==> src/rtl/sequence_generator_if.sv <==
// Control and status bundle for the serial sequence generator.
// The master drives frame requests and pattern selection; the slave
// (the generator) drives the serial stream and its status flags.
// The frame-repeat request is named repeat_en because "repeat" is a
// reserved word in SystemVerilog.
interface sequence_generator_if #(
    parameter int PATTERN_LEN = 7
);
    logic                   start;
    logic                   repeat_en;
    logic                   pattern_sel;
    logic [PATTERN_LEN-1:0] pattern_in;
    logic                   serial_out;
    logic                   bit_strobe;
    logic                   busy;
    logic                   done;
    logic [2:0]             bit_index;
    logic [7:0]             frame_count;
    logic [9:0]             LEDR;

    modport master (
        output start, repeat_en, pattern_sel, pattern_in,
        input  serial_out, bit_strobe, busy, done, bit_index, frame_count, LEDR
    );

    modport slave (
        input  start, repeat_en, pattern_sel, pattern_in,
        output serial_out, bit_strobe, busy, done, bit_index, frame_count, LEDR
    );
endinterface

==> src/rtl/sequence_generator.sv <==
// Serial sequence generator: transmits a PATTERN_LEN-bit pattern MSB first,
// each bit held for CLKS_PER_BIT clocks, with a sample strobe in the last
// cycle of every bit period, a done pulse per frame, a saturating frame
// counter and a 10-bit history of emitted bits.
module sequence_generator #(
    parameter int                     PATTERN_LEN     = 7,
    parameter int                     CLKS_PER_BIT    = 4,
    parameter logic [PATTERN_LEN-1:0] DEFAULT_PATTERN = 7'b1100111
) (
    input  logic                    CLOCK_50,
    input  logic                    reset,
    sequence_generator_if.slave     bus
);
    typedef enum logic [1:0] {
        IDLE   = 2'd0,
        SHIFT  = 2'd1,
        FINISH = 2'd2
    } state_t;

    localparam logic [2:0] LAST_IDX = 3'(PATTERN_LEN - 1);
    localparam logic [7:0] CNT_LAST = 8'(CLKS_PER_BIT - 1);

    state_t                 state_reg;
    logic [PATTERN_LEN-1:0] shift_reg;
    logic [7:0]             cnt_reg;
    logic                   serial_out_reg;
    logic                   bit_strobe_reg;
    logic                   busy_reg;
    logic                   done_reg;
    logic [2:0]             bit_index_reg;
    logic [7:0]             frame_count_reg;
    logic [9:0]             ledr_reg;

    logic [PATTERN_LEN-1:0] sel_pattern;

    // Per-bit pattern source selection (default pattern or user pattern).
    generate
        for (genvar gi = 0; gi < PATTERN_LEN; gi++) begin : g_sel
            assign sel_pattern[gi] = bus.pattern_sel ? bus.pattern_in[gi]
                                                     : DEFAULT_PATTERN[gi];
        end
    endgenerate

    assign bus.serial_out  = serial_out_reg;
    assign bus.bit_strobe  = bit_strobe_reg;
    assign bus.busy        = busy_reg;
    assign bus.done        = done_reg;
    assign bus.bit_index   = bit_index_reg;
    assign bus.frame_count = frame_count_reg;
    assign bus.LEDR        = ledr_reg;

    // Frame FSM with all outputs registered. A frame load (from IDLE or a
    // back-to-back repeat) puts the MSB on serial_out on the loading edge;
    // the strobe is asserted one edge ahead so it coincides with the
    // counter sitting at its last value.
    always_ff @(posedge CLOCK_50) begin
        if (reset) begin
            state_reg       <= IDLE;
            shift_reg       <= '0;
            cnt_reg         <= '0;
            serial_out_reg  <= 1'b0;
            bit_strobe_reg  <= 1'b0;
            busy_reg        <= 1'b0;
            done_reg        <= 1'b0;
            bit_index_reg   <= '0;
            frame_count_reg <= '0;
            ledr_reg        <= '0;
        end else begin
            done_reg       <= 1'b0;
            bit_strobe_reg <= 1'b0;
            case (state_reg)
                IDLE: begin
                    serial_out_reg <= 1'b0;
                    busy_reg       <= 1'b0;
                    if (bus.start) begin
                        state_reg      <= SHIFT;
                        shift_reg      <= sel_pattern;
                        serial_out_reg <= sel_pattern[PATTERN_LEN-1];
                        cnt_reg        <= '0;
                        bit_index_reg  <= LAST_IDX;
                        busy_reg       <= 1'b1;
                    end
                end

                SHIFT: begin
                    if (cnt_reg == CNT_LAST) begin
                        // End of a bit period: record the bit just sent.
                        ledr_reg <= {ledr_reg[8:0], serial_out_reg};
                        cnt_reg  <= '0;
                        if (bit_index_reg == 3'd0) begin
                            done_reg <= 1'b1;
                            if (frame_count_reg != 8'hFF) begin
                                frame_count_reg <= frame_count_reg + 8'd1;
                            end
                            if (bus.repeat_en) begin
                                // Back-to-back frame: reload with no gap.
                                shift_reg      <= sel_pattern;
                                serial_out_reg <= sel_pattern[PATTERN_LEN-1];
                                bit_index_reg  <= LAST_IDX;
                            end else begin
                                state_reg      <= FINISH;
                                serial_out_reg <= 1'b0;
                            end
                        end else begin
                            shift_reg      <= shift_reg << 1;
                            serial_out_reg <= shift_reg[PATTERN_LEN-2];
                            bit_index_reg  <= bit_index_reg - 3'd1;
                        end
                    end else begin
                        cnt_reg        <= cnt_reg + 8'd1;
                        bit_strobe_reg <= ((cnt_reg + 8'd1) == CNT_LAST);
                    end
                end

                FINISH: begin
                    state_reg      <= IDLE;
                    busy_reg       <= 1'b0;
                    serial_out_reg <= 1'b0;
                end

                default: begin
                    state_reg      <= IDLE;
                    busy_reg       <= 1'b0;
                    serial_out_reg <= 1'b0;
                end
            endcase
        end
    end
endmodule

==> src/flat_wrapper.sv <==
// flat-port wrapper written by rule: the top's interface ports become plain ports
module sequence_generator_flat 
#(
    parameter int                     PATTERN_LEN     = 7,
    parameter int                     CLKS_PER_BIT    = 4,
    parameter logic [PATTERN_LEN-1:0] DEFAULT_PATTERN = 7'b1100111
)
  (CLOCK_50, reset, bus_start, bus_repeat_en, bus_pattern_sel, bus_pattern_in, bus_serial_out, bus_bit_strobe, bus_busy, bus_done, bus_bit_index, bus_frame_count, bus_LEDR);
  sequence_generator_if #(.PATTERN_LEN(PATTERN_LEN)) bus_i ();
  input  logic CLOCK_50;
  input  logic reset;
  input wire logic [$bits(bus_i.start)-1:0] bus_start;
  input wire logic [$bits(bus_i.repeat_en)-1:0] bus_repeat_en;
  input wire logic [$bits(bus_i.pattern_sel)-1:0] bus_pattern_sel;
  input wire logic [$bits(bus_i.pattern_in)-1:0] bus_pattern_in;
  output wire logic [$bits(bus_i.serial_out)-1:0] bus_serial_out;
  output wire logic [$bits(bus_i.bit_strobe)-1:0] bus_bit_strobe;
  output wire logic [$bits(bus_i.busy)-1:0] bus_busy;
  output wire logic [$bits(bus_i.done)-1:0] bus_done;
  output wire logic [$bits(bus_i.bit_index)-1:0] bus_bit_index;
  output wire logic [$bits(bus_i.frame_count)-1:0] bus_frame_count;
  output wire logic [$bits(bus_i.LEDR)-1:0] bus_LEDR;
  assign bus_i.start = bus_start;
  assign bus_i.repeat_en = bus_repeat_en;
  assign bus_i.pattern_sel = bus_pattern_sel;
  assign bus_i.pattern_in = bus_pattern_in;
  assign bus_serial_out = bus_i.serial_out;
  assign bus_bit_strobe = bus_i.bit_strobe;
  assign bus_busy = bus_i.busy;
  assign bus_done = bus_i.done;
  assign bus_bit_index = bus_i.bit_index;
  assign bus_frame_count = bus_i.frame_count;
  assign bus_LEDR = bus_i.LEDR;
  sequence_generator #(.PATTERN_LEN(PATTERN_LEN), .CLKS_PER_BIT(CLKS_PER_BIT), .DEFAULT_PATTERN(DEFAULT_PATTERN)) u_core (.CLOCK_50(CLOCK_50), .reset(reset), .bus(bus_i));
endmodule
==> config.mk <==
export PLATFORM = sky130hd
export DESIGN_NAME = sequence_generator_flat
export DESIGN_NICKNAME = d
export VERILOG_FILES = /design/src/rtl/sequence_generator_if.sv /design/src/rtl/sequence_generator.sv /design/src/flat_wrapper.sv
export SDC_FILE = /design/constraint.sdc
export NUM_CORES = 1
export LEC_CHECK = 0
export CAP_MARGIN = 10
export CELL_PAD_IN_SITES_DETAIL_PLACEMENT = 0
export CELL_PAD_IN_SITES_GLOBAL_PLACEMENT = 2
export CORE_MARGIN = 8
export CORE_UTILIZATION = 28
export DETAILED_ROUTE_END_ITERATION = 12
export GPL_ROUTABILITY_DRIVEN = 0
export PLACE_DENSITY = 0.79
export SYNTH_ARGS = -nofsm -noshare
export SYNTH_HDL_FRONTEND = slang
export SYNTH_SLANG_ARGS = --single-unit
==> constraint.sdc <==
create_clock -name CLOCK_50 -period 1.68 [get_ports CLOCK_50]
set_input_delay 0.252 -clock CLOCK_50 [delete_from_list [all_inputs] [get_ports CLOCK_50]]
set_output_delay 0.252 -clock CLOCK_50 [all_outputs]
set_load 0.01 [all_outputs]
==> metrics.md, run 1 <==
| Metric | Value |
|---|---|
| Global-route wire length before repair | `10800 um` |
| Cell Area, Placed | `0.00298 mm^2` |
| Mean routed wirelength per cell | `14.1 um` |
| Final Cell Area | `0.00326 mm^2` |
| DR iter-0 viols | `73` |
| Internal power | `1.77 mW` |
| Initial antenna violation count | `0` |
| CP endpoint kind | `flop` |
| DRT antenna net count | `0` |
| DRT Wirelength | `6210 um` |
| Critical path, cell by cell | `buf_4, nor3b_1, a21oi_4, or4_1, a21oi_1` |
| PnR worst setup slack | `-0.0265 ns` |
| Worst R2R Path Depth | `5` |
| Via Count | `2208` |
| Seq pwr share | `0.432` |
| Die ar. | `0.0108 mm^2` |
| Yosys cell types | `51` |
| Diode count | `0` |
| Syn_nets | `270` |
| Root buf cell | `clkbuf_8` |
| Syn_area_per_cell | `8.54 um^2` |
| Slowest stage cell, crit path | `or4_1` |
| Largest net degree at the start of global routing | `29` |
| 1st-pass router iterations | `4` |
| Final Hold Vio Count | `0` |
| Clock group share of total power | `0.380` |
| Maxcap violations | `0` |
| Hold crit path type | `reg2reg` |
| Grt ovf | `0` |
| Number of flip-flops in the largest register | `10` |
| Yosys reg bits | `41` |
| VDD IR max | `0.374 mV` |
| Nets | `356` |
| CP max FO | `8` |
| Post-Synthesis Cells | `252` |
| Final worst-path cycle share | `1.02` |
| Hold Path End | `u_core.bus.LEDR[9]` |
| Synth warnings | `0` |
| F_max | `586 MHz` |
| Post-route DRC | `0` |
| Fin. max-slew vios | `0` |
| Top cell type's share of synthesized area | `0.381` |
| Place WS | `-0.230 ns` |
| Reg clk slew, reported paths | `0.09 ns` |
| Gr usage total | `0.117` |
| Critical Path Max Stage Delay | `0.52 ns` |
| FF-to-FF setup slack | `-0.03 ns` |
| Comb power frac | `0.189` |
| Status | `complete, but fails checks` |
| Clock tree buffer depth | `2` |
| Setup TNS Final | `-0.0457 ns` |
| Cell Pwr Density | `731 mW/mm^2` |
| Core ar. | `0.00761 mm^2` |
| Slew margin rel. | `0.678` |
| Psw | `608 uW` |
| Register area share after synthesis | `0.381` |
| Switching Share | `0.256` |
| Largest area contributor in the netlist | `dfxtp_1` |
| Worst r2r src | `u_core.state_reg[0]` |
| Io pins | `37` |
| Clock tree sinks | `41` |
| Die span in x | `104 um` |
| Fillers | `783` |
| Startpoint types | `flop` |
| Number of global-route vias before repair | `2264` |
| CP Buf/Inv Count | `1` |
| Detailed placer's ending HPWL | `4620 um` |
| Cell row count | `32` |
| Tmin final | `1.71 ns` |
| Setup CP Type | `reg2reg` |
| Finish-stage setup viols | `3` |
| Worst Tran Pin Value | `0.482 ns` |
| Hold_sp | `u_core.bus.LEDR[9]` |
| Area of the mapped netlist | `0.00215 mm^2` |
| WP data required | `1.91 ns` |
| Worst R2R End | `u_core.shift_reg[0]` |
| Starting Density | `0.283` |
| Post-DR vias/cell | `5.01` |
| CP top delay family | `simple AND/OR/NAND/NOR gates` |
| Die Height | `104 um` |
| TritonCTS buffer count | `5` |
| CTS tree | `yes` |
| LEAKAGE | `1.19 nW` |
| Synth-to-Final Area Change | `51.2%` |
| Layout cells sized above 1 | `0.307` |
| Worst-Skew Late Latency | `0.30 ns` |
| IO Port Bufs | `36` |
| WP data arrival | `1.94 ns` |
| RSZ-0062 raised after global routing | `true` |
| Clk_skew | `0.00764 ns` |
| Hold path cells | `2` |
| Synth area leaders | `dfxtp_1 38%, a21oi_1 8.4%, nand2_1 4.7%, ha_1 3.5%, or4_1 3.5%` |
| Number of H-tree levels | `2` |
| Failing checks | `setup timing` |
[final cells by class]
cell class,count,area (um^2),share of cell area
clock buffers,6,93.8,0.0288
inverters,5,18.8,0.00576
well taps,102,128,0.0392
multi-input cells,189,1320,0.405
flip-flops and latches,41,830,0.255
clock inverters,2,35.0,0.0108
repair buffers,96,833,0.256
[worst max-delay path by stage]
stage                                to  slack [ns]  cells after the start                 from
floorplan             u_core.cnt_reg[5]       -0.05                      5    u_core.cnt_reg[1]
global placement    u_core.shift_reg[5]       -0.21                      5            bus_start
detailed placement  u_core.shift_reg[2]       -0.23                      5            bus_start
CTS                 u_core.shift_reg[0]       -0.02                      6    u_core.cnt_reg[1]
global route        u_core.shift_reg[0]        -0.1                      5  u_core.state_reg[0]
finish              u_core.shift_reg[0]       -0.03                      5  u_core.state_reg[0]
[per-stage QoR]
| step | utilization | instances | hold WS, ns | total power, mW |
|---|---|---|---|---|
| floorplan | - | 252 | 0.446 | 1.25 |
| global placement | 0.392 | 427 | 0.456 | 1.44 |
| detailed placement | 0.392 | 427 | 0.458 | 1.44 |
| CTS | 0.420 | 441 | 0.471 | 2.38 |
| global route | 0.428 | 441 | 0.492 | 2.50 |
| finish | 0.428 | 441 | 0.469 | 2.38 |
[cells in the mapped netlist, drive strengths merged]
master,instances
a311o,1
and2,1
nand4,8
nand2b,6
and3,4
nand2,27
a31oi,2
dfxtp,41
or3,4
nand3,8
o311a,1
nor3,12
nor3b,2
a2bb2oi,1
o41ai,1
nand4b,1
o21bai,1
a21oi,37
or4b,1
clkbuf,4
a21o,2
nor4bb,1
a311oi,7
a22oi,1
or3b,1
or4,10
nor4b,3
o211ai,2
o31ai,5
xnor2,2
nor2b,7
a2111oi,1
nor2,9
a211oi,1
buf,13
inv,5
o21ba,1
ha,6
o21ai,11
a41o,1
[timing repair]
action | CTS | global route
cloned | 1 | 0
resized for setup | 11 | 14
endpoints found under the setup margin | 21 | 33
setup buffers | 5 | 0
hold buffers | 0 | 0
pin swaps | 13 | 7
[logic make-up (layout without fill, tap and decap cells)]
kind of cell | Yosys count | after routing | share of synthesized area
and+or+nand+nor | 105 | 105 | 0.291
AOI/OAI and AO/OA | 76 | 76 | 0.227
DFF | 41 | 41 | 0.381
buffers and inverters | 22 | 109 | 0.0581
adders and majority gates | 6 | 6 | 0.0349
xor gates and xnor gates | 2 | 2 | 0.00814
[power by group through the flow]
stage | sequential (mW) | combinational, mW | clock (mW)
after floorplan | 1.05 | 0.200 | 0
after global placement | 1.05 | 0.395 | 0
after detailed placement | 1.05 | 0.397 | 0
after CTS | 1.03 | 0.431 | 0.923
after global routing | 1.03 | 0.490 | 0.978
final | 1.03 | 0.448 | 0.904
[placed cells by master, fill, tap and decap left out, types with 3 or more instances in the layout]
master | synthesis | final
buf_4 | 3 | 54
a311oi_1 | 7 | 7
nor2b_1 | 7 | 5
nand2b_1 | 6 | 4
or4_1 | 10 | 9
nand4_1 | 7 | 7
inv_1 | 5 | 3
nor2_1 | 9 | 7
nand2_1 | 27 | 27
buf_6 | 3 | 6
clkdlybuf4s50_1 | 0 | 36
a21oi_1 | 36 | 33
ha_1 | 6 | 4
o31ai_1 | 5 | 4
nand3_1 | 8 | 8
or3_1 | 4 | 3
clkbuf_8 | 0 | 5
nor3_1 | 10 | 9
dfxtp_2 | 0 | 4
o21ai_0 | 10 | 10
dfxtp_1 | 41 | 36
a21oi_2 | 1 | 3
[layer usage]
metal / global-route usage / wire, um / vias to the layer above
met5: 0 / 0 / -
li1: - / - / 1111
met4: 0.0341 / 47 / 0
met1: 0.143 / 2840 / 1059
met3: 0.0297 / 249 / 5
met2: 0.198 / 3070 / 33
[worst register-to-register path, delay by kind of cell (launching register included)]
family                 cells  cell delay (ns)
and+or+nand+nor            2             0.94
buffers and inverters      1             0.15
DFF                        1             0.33
AOI/OAI and AO/OA          2             0.23
No activity file was read; power rests on OpenSTA's default activity.
==> run 2, diff against run 1 <==
==> constraint.sdc (replaced) <==
create_clock -name CLOCK_50 -period 1.68 [get_ports CLOCK_50]
set_input_delay 0.336 -clock CLOCK_50 [delete_from_list [all_inputs] [get_ports CLOCK_50]]
set_output_delay 0.336 -clock CLOCK_50 [all_outputs]
set_load 0.01 [all_outputs]
==> run 2 against run 1 <==
The flow still finishes with violations (setup timing). Sequential share of layout area shrank 0.48 points. Worst setup slack better by 0.0061 ns. Clock-buffer cell count did not move. Design area rose by 2.2%. Via count is 0.59% higher. First-iteration DRC count decreased by 22%. Maximum frequency up 0.36%.
==> metrics.md, run 2 (synthesis gave the netlist of run 1 again) <==
| Metric | Value |
|---|---|
| Status | `complete, but fails checks (unchanged)` |
| Mean routed wirelength per cell | `14.1 um (about the same)` |
| CP endpoint kind | `flop (unchanged)` |
| 1st-pass router iterations | `4 (unchanged)` |
| Maxcap violations | `0 (unchanged)` |
| Diode count | `0 (unchanged)` |
| Clock tree sinks | `41 (unchanged)` |
| VDD IR max | `0.303 mV (was 0.374 mV)` |
| DR iter-0 viols | `57 (was 73)` |
| Die ar. | `0.0108 mm^2 (unchanged)` |
| Via Count | `2221 (was 2208)` |
| Die span in x | `104 um (unchanged)` |
| WP data arrival | `1.89 ns (was 1.94 ns)` |
| Most common cell after layout, fill and taps aside | `buf_4 (unchanged)` |
| F_max | `588 MHz (was 586 MHz)` |
| Fin. max-slew vios | `0 (unchanged)` |
| Placed Cells | `430 (was 427)` |
| Setup CP Type | `reg2reg (unchanged)` |
| Cell Pwr Density | `725 mW/mm^2 (was 731 mW/mm^2)` |
| Register cell area after layout | `832 um^2 (was 830 um^2)` |
| Final Cell Area | `0.00333 mm^2 (was 0.00326 mm^2)` |
| Slew margin rel. | `0.758 (was 0.678)` |
| Largest net degree at the start of global routing | `29 (unchanged)` |
| Post-route DRC | `0 (unchanged)` |
| WP data required | `1.87 ns (was 1.91 ns)` |
| LEAKAGE | `1.26 nW (was 1.19 nW)` |
| Final total power | `2.41 mW (was 2.38 mW)` |
| Starting Density | `0.283 (unchanged)` |
| PnR worst setup slack | `-0.0204 ns (was -0.0265 ns)` |
| IO Port Bufs | `36 (unchanged)` |
| Cell row count | `32 (unchanged)` |
| Hold_sp | `u_core.bus.LEDR[9] (unchanged)` |
| Layout cells sized above 1 | `0.332 (was 0.307)` |
| Grt ovf | `0 (unchanged)` |
| Max layer used | `met4 (unchanged)` |
| Io pins | `37 (unchanged)` |
| Final worst-path cycle share | `1.01 (was 1.02)` |
| Number of H-tree levels | `2 (unchanged)` |
| Failing checks | `setup timing (unchanged)` |
| Post-DR vias/cell | `4.99 (was 5.01)` |
| Layout Cells excl Fill | `445 (was 441)` |
| Global-route wire length before repair | `10600 um (was 10800 um)` |
| Detailed placer's ending HPWL | `4600 um (was 4620 um)` |
| Clk_skew | `0.00676 ns (was 0.00764 ns)` |
| Cell Area, Placed | `0.00300 mm^2 (was 0.00298 mm^2)` |
| Post-CTS Hold Buffers | `0 (unchanged)` |
| Multi-input logic area | `0.00136 mm^2 (was 0.00132 mm^2)` |
| Worst r2r src | `u_core.cnt_reg[1] (was u_core.state_reg[0])` |
| Root buf cell | `clkbuf_8 (unchanged)` |
| Initial antenna violation count | `0 (unchanged)` |
| TritonCTS buffer count | `5 (unchanged)` |
| CP max FO | `4 (was 8)` |
| Hold crit path type | `reg2reg (unchanged)` |
| Worst Tran Pin Value | `0.353 ns (was 0.482 ns)` |
| Fillers | `778 (was 783)` |
| DRT antenna net count | `0 (unchanged)` |
| Commonest cells after routing, fill and taps aside | `58 x buf_4, 34 x dfxtp_1, 33 x clkdlybuf4s50_1, 31 x a21oi_1, 27 x nand2_1 (was 54 x buf_4, 36 x clkdlybuf4s50_1, 36 x dfxtp_1, 33 x a21oi_1, 27 x nand2_1)` |
| Die Height | `104 um (unchanged)` |
| Number of global-route vias before repair | `2280 (was 2264)` |
| Finish-stage setup viols | `2 (was 3)` |
| Tmin final | `1.70 ns (was 1.71 ns)` |
| Met2 wire len | `3040 um (was 3070 um)` |
| Met1 wire length | `2850 um (was 2840 um)` |
| Reg clk slew, reported paths | `0.09 ns (about the same)` |
| Core ar. | `0.00761 mm^2 (unchanged)` |
| RSZ-0062 raised after global routing | `true (unchanged)` |
| Number of flip-flops in the largest register | `10 (unchanged)` |
| Synth-to-Final Area Change | `54.6% (was 51.2%)` |
| Final Hold Vio Count | `0 (unchanged)` |
| Clock tree buffer depth | `2 (unchanged)` |
| DRT Wirelength | `6260 um (was 6210 um)` |
| Nets | `360 (was 356)` |
| Worst-Skew Late Latency | `0.30 ns (about the same)` |
| CTS tree | `yes (unchanged)` |
| Startpoint types | `flop (unchanged)` |
| Worst Setup SP | `u_core.cnt_reg[1] (was u_core.state_reg[0])` |
| DR WL met3 | `267 um (was 249 um)` |
| Gr usage total | `0.116 (was 0.117)` |
[run 2: cell count changes in the layout (fill, tap and decap cells not counted), moves of 2 or more]
cell and change:
dfxtp_1 -2, dfxtp_2 +2, a21oi_1 -2, or4_1 -3, or4_4 +3, clkdlybuf4s50_1 -3, buf_4 +4, a21oi_2 +3
dlymetal6s2s_1 +2
[run 2: final cells by class]
cell class / count / area share
clock inverter: 2 / 0.0117
multi-input combinational: 190 / 0.409
sequential: 41 / 0.250
tap: 102 / 0.0383
inverter: 5 / 0.00564
timing repair buffer: 99 / 0.257
clock buffer: 6 / 0.0282
[run 2: power by group]
part | switching (mW) | internal (mW)
sequential | 0.0234 | 1.00
clock | 0.392 | 0.539
combinational | 0.216 | 0.240
total | 0.631 | 1.78
[run 2: final timing paths]
path / endpoint / slack (ns) / cells after the start
max: u_core.cnt_reg[5] / -0.02 / 5
min: u_core.bus.LEDR[9] / 0.46 / 2
max reg2reg: u_core.cnt_reg[5] / -0.02 / 5
min reg2reg: u_core.bus.LEDR[9] / 0.46 / 2
[run 2: what timing repair did]
action | CTS | global route
gates cloned | 1 | 0
gates resized for setup | 15 | 21
pin swaps | 13 | 11
setup buffers | 4 | 2
setup endpoints to repair | 20 | 34
[run 2: metal layers]
layer  vias to the layer above  global-route usage
met5                         -                   0
met4                         0              0.0403
met3                        10              0.0291
met2                        49               0.196
met1                      1040               0.139
li1                       1122                   -
[run 2: metrics by stage]
step / hold WS [ns] / TNS, ns / worst slack (ns) / util
after detailed placement: 0.457 / -2.40 / -0.347 / 0.395
final: 0.465 / -0.0216 / -0.0204 / 0.438
after global placement: 0.455 / -1.99 / -0.307 / 0.395
after global routing: 0.488 / -0.797 / -0.0881 / 0.438
after floorplan: 0.450 / -0.0925 / -0.0490 / -
after CTS: 0.470 / -0.00953 / -0.00534 / 0.425
[run 2: critical path, cell delays in order (launching register included)]
cell and delay [ns]:
dfxtp_4 0.37, ha_4 0.13, or4b_4 0.50, o21ai_4 0.20
nor4b_2 0.07, a311o_1 0.32
